--- src/rtl/nist_seq_pkg.sv ---
// Shared types and constants for the entropy-test run sequencer.
// Holds the FSM state encoding, default phase lengths and checker test indices.
package nist_seq_pkg;

  typedef enum logic [2:0] {
    S_IDLE = 3'd0,
    S_ARST = 3'd1,
    S_STEP = 3'd2,
    S_WARM = 3'd3,
    S_TEST = 3'd4,
    S_EVAL = 3'd5,
    S_DONE = 3'd6
  } seq_state_e;

  localparam int unsigned DEF_RST_CYC = 32'd4;
  localparam int unsigned DEF_WARMUP  = 32'd64;
  localparam int unsigned DEF_WINDOW  = 32'd128;

  // Bit positions of error1..error4 in err_in and counter slots in fail_cnt.
  localparam int unsigned TEST_E1 = 32'd0;
  localparam int unsigned TEST_E2 = 32'd1;
  localparam int unsigned TEST_E3 = 32'd2;
  localparam int unsigned TEST_E4 = 32'd3;

  function automatic int unsigned max4(input int unsigned a, input int unsigned b,
                                       input int unsigned c, input int unsigned d);
    int unsigned m;
    m = a;
    if (b > m) m = b; else m = m;
    if (c > m) m = c; else m = m;
    if (d > m) m = d; else m = m;
    return m;
  endfunction

endpackage

--- src/rtl/nist_phase_timer.sv ---
// Loadable down-counter shared by every timed phase of the run sequencer.
// Holds at zero once expired; also exposes the LSB of its next value.
module nist_phase_timer #(
  parameter int unsigned W = 8
) (
  input  logic         clk,
  input  logic         rst,
  input  logic         load_i,
  input  logic [W-1:0] value_i,
  output logic         zero_o,
  output logic         odd_next_o
);

  logic [W-1:0] cnt_q;
  logic [W-1:0] cnt_d;

  assign zero_o     = (cnt_q == '0);
  assign odd_next_o = cnt_d[0];

  // Next count: load wins, otherwise decrement until zero.
  always_comb begin
    cnt_d = cnt_q;
    if (load_i) begin
      cnt_d = value_i;
    end else if (cnt_q != '0) begin
      cnt_d = cnt_q - W'(1);
    end else begin
      cnt_d = cnt_q;
    end
  end

  // Counter register.
  always_ff @(posedge clk) begin
    if (rst) begin
      cnt_q <= '0;
    end else begin
      cnt_q <= cnt_d;
    end
  end

endmodule

--- src/rtl/nist_run_sequencer.sv ---
// Campaign controller: per run resets the ALFSR, steps the configurator, warms up,
// opens a checker window and folds the sticky error flags into saturating counters.
module nist_run_sequencer
  import nist_seq_pkg::*;
#(
  parameter int unsigned RST_CYC = DEF_RST_CYC,
  parameter int unsigned WARMUP  = DEF_WARMUP,
  parameter int unsigned WINDOW  = DEF_WINDOW,
  parameter int unsigned STEP_W  = 32'd4,
  parameter int unsigned RUNS_W  = 32'd8,
  parameter int unsigned CNT_W   = 32'd8
) (
  input  logic                 clk,
  input  logic                 rst,
  input  logic                 start,
  input  logic                 abort,
  input  logic [RUNS_W-1:0]    n_runs,
  input  logic [STEP_W-1:0]    cfg_steps,
  input  logic [3:0]           err_in,
  output logic                 lfsr_clk,
  output logic                 alfsr_rst_n,
  output logic                 nist_rst_n,
  output logic                 busy,
  output logic                 done,
  output logic [RUNS_W-1:0]    run_cnt,
  output logic [4*CNT_W-1:0]   fail_cnt,
  output logic                 any_fail
);

  localparam int unsigned TMR_MAX = max4(RST_CYC, WARMUP, WINDOW, 32'd2 << STEP_W);
  localparam int unsigned TMR_W   = $clog2(TMR_MAX + 32'd1);

  seq_state_e state_q, state_d;
  logic [RUNS_W-1:0]  n_runs_q, n_runs_d;
  logic [STEP_W-1:0]  steps_q, steps_d;
  logic [RUNS_W-1:0]  run_cnt_q, run_cnt_d;
  logic [4*CNT_W-1:0] fail_q, fail_d;
  logic [3:0]         err_lat_q, err_lat_d;
  logic               lfsr_clk_q, alfsr_rst_n_q, nist_rst_n_q, busy_q, done_q, any_fail_q;
  logic               lfsr_clk_d, alfsr_rst_n_d, nist_rst_n_d, busy_d, done_d;

  logic               tmr_load_s;
  logic [TMR_W-1:0]   tmr_val_s;
  logic               tmr_zero_s;
  logic               tmr_odd_next_s;
  logic               in_busy_s;

  function automatic logic [CNT_W-1:0] sat_inc(input logic [CNT_W-1:0] v);
    if (&v) return v;
    else    return v + CNT_W'(1);
  endfunction

  nist_phase_timer #(.W(TMR_W)) u_timer (
    .clk        (clk),
    .rst        (rst),
    .load_i     (tmr_load_s),
    .value_i    (tmr_val_s),
    .zero_o     (tmr_zero_s),
    .odd_next_o (tmr_odd_next_s)
  );

  assign in_busy_s = (state_q == S_ARST) || (state_q == S_STEP) || (state_q == S_WARM) ||
                     (state_q == S_TEST) || (state_q == S_EVAL);

  // Next-state, timer load and campaign bookkeeping.
  always_comb begin
    state_d    = state_q;
    n_runs_d   = n_runs_q;
    steps_d    = steps_q;
    run_cnt_d  = run_cnt_q;
    fail_d     = fail_q;
    err_lat_d  = err_lat_q;
    tmr_load_s = 1'b0;
    tmr_val_s  = '0;
    case (state_q)
      S_IDLE: begin
        if (start) begin
          n_runs_d  = n_runs;
          steps_d   = cfg_steps;
          run_cnt_d = '0;
          fail_d    = '0;
          if (n_runs == '0) begin
            state_d = S_DONE;
          end else begin
            state_d    = S_ARST;
            tmr_load_s = 1'b1;
            tmr_val_s  = TMR_W'(RST_CYC - 32'd1);
          end
        end else begin
          state_d = S_IDLE;
        end
      end
      S_ARST: begin
        if (!tmr_zero_s) begin
          state_d = S_ARST;
        end else if (steps_q == '0) begin
          state_d    = S_WARM;
          tmr_load_s = 1'b1;
          tmr_val_s  = TMR_W'(WARMUP - 32'd1);
        end else begin
          // One count per half-period; odd counts are the high halves.
          state_d    = S_STEP;
          tmr_load_s = 1'b1;
          tmr_val_s  = TMR_W'({steps_q, 1'b0}) - TMR_W'(1);
        end
      end
      S_STEP: begin
        if (tmr_zero_s) begin
          state_d    = S_WARM;
          tmr_load_s = 1'b1;
          tmr_val_s  = TMR_W'(WARMUP - 32'd1);
        end else begin
          state_d = S_STEP;
        end
      end
      S_WARM: begin
        if (tmr_zero_s) begin
          state_d    = S_TEST;
          tmr_load_s = 1'b1;
          tmr_val_s  = TMR_W'(WINDOW - 32'd1);
          err_lat_d  = 4'b0000;
        end else begin
          state_d = S_WARM;
        end
      end
      S_TEST: begin
        err_lat_d = err_lat_q | err_in;
        if (tmr_zero_s) begin
          state_d = S_EVAL;
        end else begin
          state_d = S_TEST;
        end
      end
      S_EVAL: begin
        if (err_lat_q[TEST_E1]) fail_d[TEST_E1*CNT_W +: CNT_W] = sat_inc(fail_q[TEST_E1*CNT_W +: CNT_W]);
        else                    fail_d[TEST_E1*CNT_W +: CNT_W] = fail_q[TEST_E1*CNT_W +: CNT_W];
        if (err_lat_q[TEST_E2]) fail_d[TEST_E2*CNT_W +: CNT_W] = sat_inc(fail_q[TEST_E2*CNT_W +: CNT_W]);
        else                    fail_d[TEST_E2*CNT_W +: CNT_W] = fail_q[TEST_E2*CNT_W +: CNT_W];
        if (err_lat_q[TEST_E3]) fail_d[TEST_E3*CNT_W +: CNT_W] = sat_inc(fail_q[TEST_E3*CNT_W +: CNT_W]);
        else                    fail_d[TEST_E3*CNT_W +: CNT_W] = fail_q[TEST_E3*CNT_W +: CNT_W];
        if (err_lat_q[TEST_E4]) fail_d[TEST_E4*CNT_W +: CNT_W] = sat_inc(fail_q[TEST_E4*CNT_W +: CNT_W]);
        else                    fail_d[TEST_E4*CNT_W +: CNT_W] = fail_q[TEST_E4*CNT_W +: CNT_W];
        run_cnt_d = run_cnt_q + RUNS_W'(1);
        if (run_cnt_d == n_runs_q) begin
          state_d = S_DONE;
        end else begin
          state_d    = S_ARST;
          tmr_load_s = 1'b1;
          tmr_val_s  = TMR_W'(RST_CYC - 32'd1);
        end
      end
      S_DONE: begin
        state_d = S_IDLE;
      end
      default: begin
        state_d = S_IDLE;
      end
    endcase
    // Abort discards the run in progress, including an EVAL in flight.
    if (abort && in_busy_s) begin
      state_d    = S_IDLE;
      run_cnt_d  = run_cnt_q;
      fail_d     = fail_q;
      err_lat_d  = err_lat_q;
      tmr_load_s = 1'b0;
    end else begin
      state_d = state_d;
    end
  end

  // Output decode from the next state so every output leaves a flop.
  always_comb begin
    busy_d        = 1'b0;
    done_d        = 1'b0;
    alfsr_rst_n_d = 1'b0;
    nist_rst_n_d  = 1'b0;
    lfsr_clk_d    = 1'b0;
    case (state_d)
      S_ARST: begin
        busy_d = 1'b1;
      end
      S_STEP: begin
        busy_d     = 1'b1;
        lfsr_clk_d = tmr_odd_next_s;
      end
      S_WARM: begin
        busy_d        = 1'b1;
        alfsr_rst_n_d = 1'b1;
      end
      S_TEST, S_EVAL: begin
        busy_d        = 1'b1;
        alfsr_rst_n_d = 1'b1;
        nist_rst_n_d  = 1'b1;
      end
      S_DONE: begin
        done_d = 1'b1;
      end
      default: begin
        busy_d = 1'b0;
      end
    endcase
  end

  // State, campaign registers and registered outputs.
  always_ff @(posedge clk) begin
    if (rst) begin
      state_q       <= S_IDLE;
      n_runs_q      <= '0;
      steps_q       <= '0;
      run_cnt_q     <= '0;
      fail_q        <= '0;
      err_lat_q     <= 4'b0000;
      lfsr_clk_q    <= 1'b0;
      alfsr_rst_n_q <= 1'b0;
      nist_rst_n_q  <= 1'b0;
      busy_q        <= 1'b0;
      done_q        <= 1'b0;
      any_fail_q    <= 1'b0;
    end else begin
      state_q       <= state_d;
      n_runs_q      <= n_runs_d;
      steps_q       <= steps_d;
      run_cnt_q     <= run_cnt_d;
      fail_q        <= fail_d;
      err_lat_q     <= err_lat_d;
      lfsr_clk_q    <= lfsr_clk_d;
      alfsr_rst_n_q <= alfsr_rst_n_d;
      nist_rst_n_q  <= nist_rst_n_d;
      busy_q        <= busy_d;
      done_q        <= done_d;
      any_fail_q    <= |fail_d;
    end
  end

  assign lfsr_clk    = lfsr_clk_q;
  assign alfsr_rst_n = alfsr_rst_n_q;
  assign nist_rst_n  = nist_rst_n_q;
  assign busy        = busy_q;
  assign done        = done_q;
  assign run_cnt     = run_cnt_q;
  assign fail_cnt    = fail_q;
  assign any_fail    = any_fail_q;

endmodule
--- config.mk ---
export PLATFORM = sky130hd
export DESIGN_NAME = nist_run_sequencer
export DESIGN_NICKNAME = d
export VERILOG_FILES = /design/src/rtl/nist_seq_pkg.sv /design/src/rtl/nist_phase_timer.sv /design/src/rtl/nist_run_sequencer.sv
export SDC_FILE = /design/constraint.sdc
export NUM_CORES = 1
export LEC_CHECK = 0
export CORE_AREA = 2 2 132 134
export DETAILED_ROUTE_END_ITERATION = 6
export DIE_AREA = 0 0 134 136
export GPL_ROUTABILITY_DRIVEN = 0
export PLACE_DENSITY_LB_ADDON = 0.2
export SKIP_CTS_REPAIR_TIMING = 1
export SLEW_MARGIN = 20
export SYNTH_ARGS = -nofsm -noshare
export SYNTH_HDL_FRONTEND = slang
export SYNTH_SLANG_ARGS = --single-unit
--- constraint.sdc ---
create_clock -name clk -period 5 [get_ports clk]
set_input_delay 1.5 -clock clk [delete_from_list [all_inputs] [get_ports clk]]
set_output_delay 1.5 -clock clk [all_outputs]
set_load 0.02 [all_outputs]
==> results by group <==
Clocking
  • Clock transition at path regs: 0.06 ns
  • CTS tree: done
  • H-tree depth: 3
  • TritonCTS Sinks: 73
  • TritonCTS Buffers: 9
  • Buffer levels on the longest clock path: 2
  • Worst-Skew Late Latency: 0.35 ns
  • Clock root buffer: clkbuf_16

Global routing
  • GRT Total Usage: 14.99%
  • Antenna violations before repair: 0
  • First-pass GRT wire length: 21,180 µm
  • GRT overflow: 0
  • Largest net degree at the start of global routing: 43
  • Vias in the first global route: 3,998

Drt
  • Remaining antenna violation count after routing: 0
  • Iteration count of the initial detailed-routing pass: 5
  • Routed vias: 4,203
  • Routed wire length: 13,130 µm
  • Via density: 5.101
  • Iteration-0 DRC Markers: 316
  • Post-DR wirelength/cell: 15.94 µm
  • DRC: 0

Timing
  • Relative slew margins: 43.37%
  • Slew Limit Fails: 0
  • Worst-margin pin slew: 0.8476 ns
  • Unrepaired setup endpoints after global routing: false
  • Setup violations, final: 0
  • Achievable Freq: 258.4 MHz
  • Final Hold Fails: 0
  • Hold_ws: 0.4737 ns
  • Final setup margin: 1.131 ns
  • Final setup TNS: 0 ns
  • Period utilisation layout: 77.39%
  • Clock skew: 0.006851 ns
  • Fin crit period: 3.869 ns

Worst setup path
  • Worst path required time: 5.21 ns
  • CP Max Fanout: 11
  • R2r setup slk: 2.14 ns
  • Reg-to-Reg End: any_fail$_SDFF_PP0_
  • FF-to-FF path depth: 6
  • Worst EP arrival: 4.08 ns
  • Crit Path Category: primary input to flop
  • Worst setup EP type: flop
  • CP Launch Type: primary input
  • Worst r2r src: state_q[1]$_SDFF_PP0_

Die
  • Placeable Area: 16,880 µm²
  • Die Area: 18,220 µm²
  • Initial Util: 24.48%
  • Die W: 134 µm
  • Io pins: 66
  • Site Rows: 48
  • Die Y-Extent: 136 µm

Status
  • Outcome: complete, no violations

Worst hold path
  • Hold Path Stages: 2
  • Worst min path class: flop to flop
  • Hold Path End: n_runs_q[0]$_SDFFE_PP0P_
  • Hold_sp: n_runs_q[0]$_SDFFE_PP0P_

Synth
  • Syn Inst Count: 538
  • Synthesized area: 4131 µm²
  • Yosys top cell by area: dfxtp_1
  • Synthesized area per cell: 7.679 µm²
  • Post-Syn Nets: 567
  • Post-synth EDFFs: 0
  • Post-synthesis sequential area ratio: 35.37%
  • Ys async rst share: 0%
  • Library cells used by synthesis: 66
  • Synth top area share: 35.37%
  • Synth top area cells: dfxtp_1, nor2_1, a21oi_1
  • Ys Warns: 0
  • Yosys reg bits: 73
  • Main flop type after synthesis: dfxtp_1

Cells and area
  • Layout cells sized above 1: 5.509%
  • # diodes: 0
  • Final net count: 624
  • Fin util: 31.32%
  • Layout area overhead: 27.92%
  • Layout Cells excl Fill: 824

Pwr
  • Pleak: 0.001860 µW
  • Maximum vdd drop: 0.0002011 V
  • Pwr/cell area: 354.3 nW/µm²

Placement
  • Dpl cells: 809
  • Placement Setup Slack: 0.8012 ns
  • I/O Buffers: 65
  • Dpl hpwl: 9540 µm

Flow run
  • Max capacitance violation total: 0
[kinds of logic after synthesis]
group	count (synthesis)	synth area share [%]
compound gates	133	20.38
xor+xnor	16	3.392
simple gates	264	32.83
mux	7	1.726
buf+inv	36	3.573
flops	73	35.37
fa+ha+maj	9	2.726
[worst max-delay path, stage by stage]
cell,delay [ns]
clkdlybuf4s50_1,0.54
nand4bb_1,0.41
nand2_2,0.32
o21ai_0,0.27
a211oi_1,0.39
nor4bb_1,0.31
and4b_1,0.26
a31oi_1,0.10
[layout by cell type, fill, tap and decap left out, types with 12 or more instances in the layout]
master	count
a211oi_1	12
nor3_1	23
clkdlybuf4s50_1	64
o21ai_0	22
a21oi_1	46
nand2_1	61
nand3_1	18
dfxtp_1	73
nor2_1	71
nand4_1	15
[area by class of cell]
class                      instances  area, µm²
fill                            1820      11590
inverter                          10      37.54
sequential                        73       1461
clock buffer                      11      232.7
multi-input combinational        429       2529
timing repair buffer              72      698.2
tap                              225      281.5
clock inverter                     4      45.04
[state kept, by name (all words and copies together) (netlist names)]
name	count
alfsr_rst_n	1
busy	1
state_q	3
u_timer.cnt_q	8
steps_q	4
run_cnt	8
done	1
nist_rst_n	1
lfsr_clk	1
any_fail	1
fail_cnt	32
n_runs_q	8
err_lat_q	4
[cells in the mapped netlist (3+ instances only)]
cell type and instances:
nand4_1 15, inv_1 10, and3_1 10, nor4bb_1 3, buf_2 3, a211oi_1 12
xnor2_1 9, nand3_1 18, ha_1 9, o31ai_1 3, nor3b_1 7, a22oi_1 8
and2_1 4, nor4_1 10, xor2_1 7, nand2b_1 6, a31oi_1 9, and4_1 5
a21oi_1 46, dfxtp_1 73, nor2b_1 6, clkbuf_1 20, mux2i_1 6, or3_1 9
nor3_1 23, nand2_1 61, o21ai_0 22, nor2_1 71
[per-layer routing]
layer	global-route usage [%]	up-vias	part of all wire [%]
li1	-	2096	-
met1	19.63	1994	47
met2	23.68	98	47
met3	2.796	15	4.1
met4	7.447	0	2.0
met5	0	-	0
[worst max path at each step]
stage,slack [ns],endpoint,startpoint,cells after the start
global route,0.96,any_fail$_SDFF_PP0_,abort,8
finish,1.13,any_fail$_SDFF_PP0_,abort,8
CTS,1.19,any_fail$_SDFF_PP0_,abort,8
floorplan,1.64,any_fail$_SDFF_PP0_,start,9
detailed placement,0.80,any_fail$_SDFF_PP0_,abort,8
global placement,0.89,any_fail$_SDFF_PP0_,abort,7
[metrics by stage]
step | total power, µW | area [µm²]
after CTS | 1888 | 5285
after global placement | 1239 | 5007
after global routing | 1982 | 5285
after detailed placement | 1245 | 5007
after floorplan | 1105 | 4131
final | 1872 | 5285
[power breakdown]
group,switching [µW],internal [µW]
sequential,66.1,638
clock,255,381
combinational,314,219
total,635,1240
(Power assumes the default switching activity.)
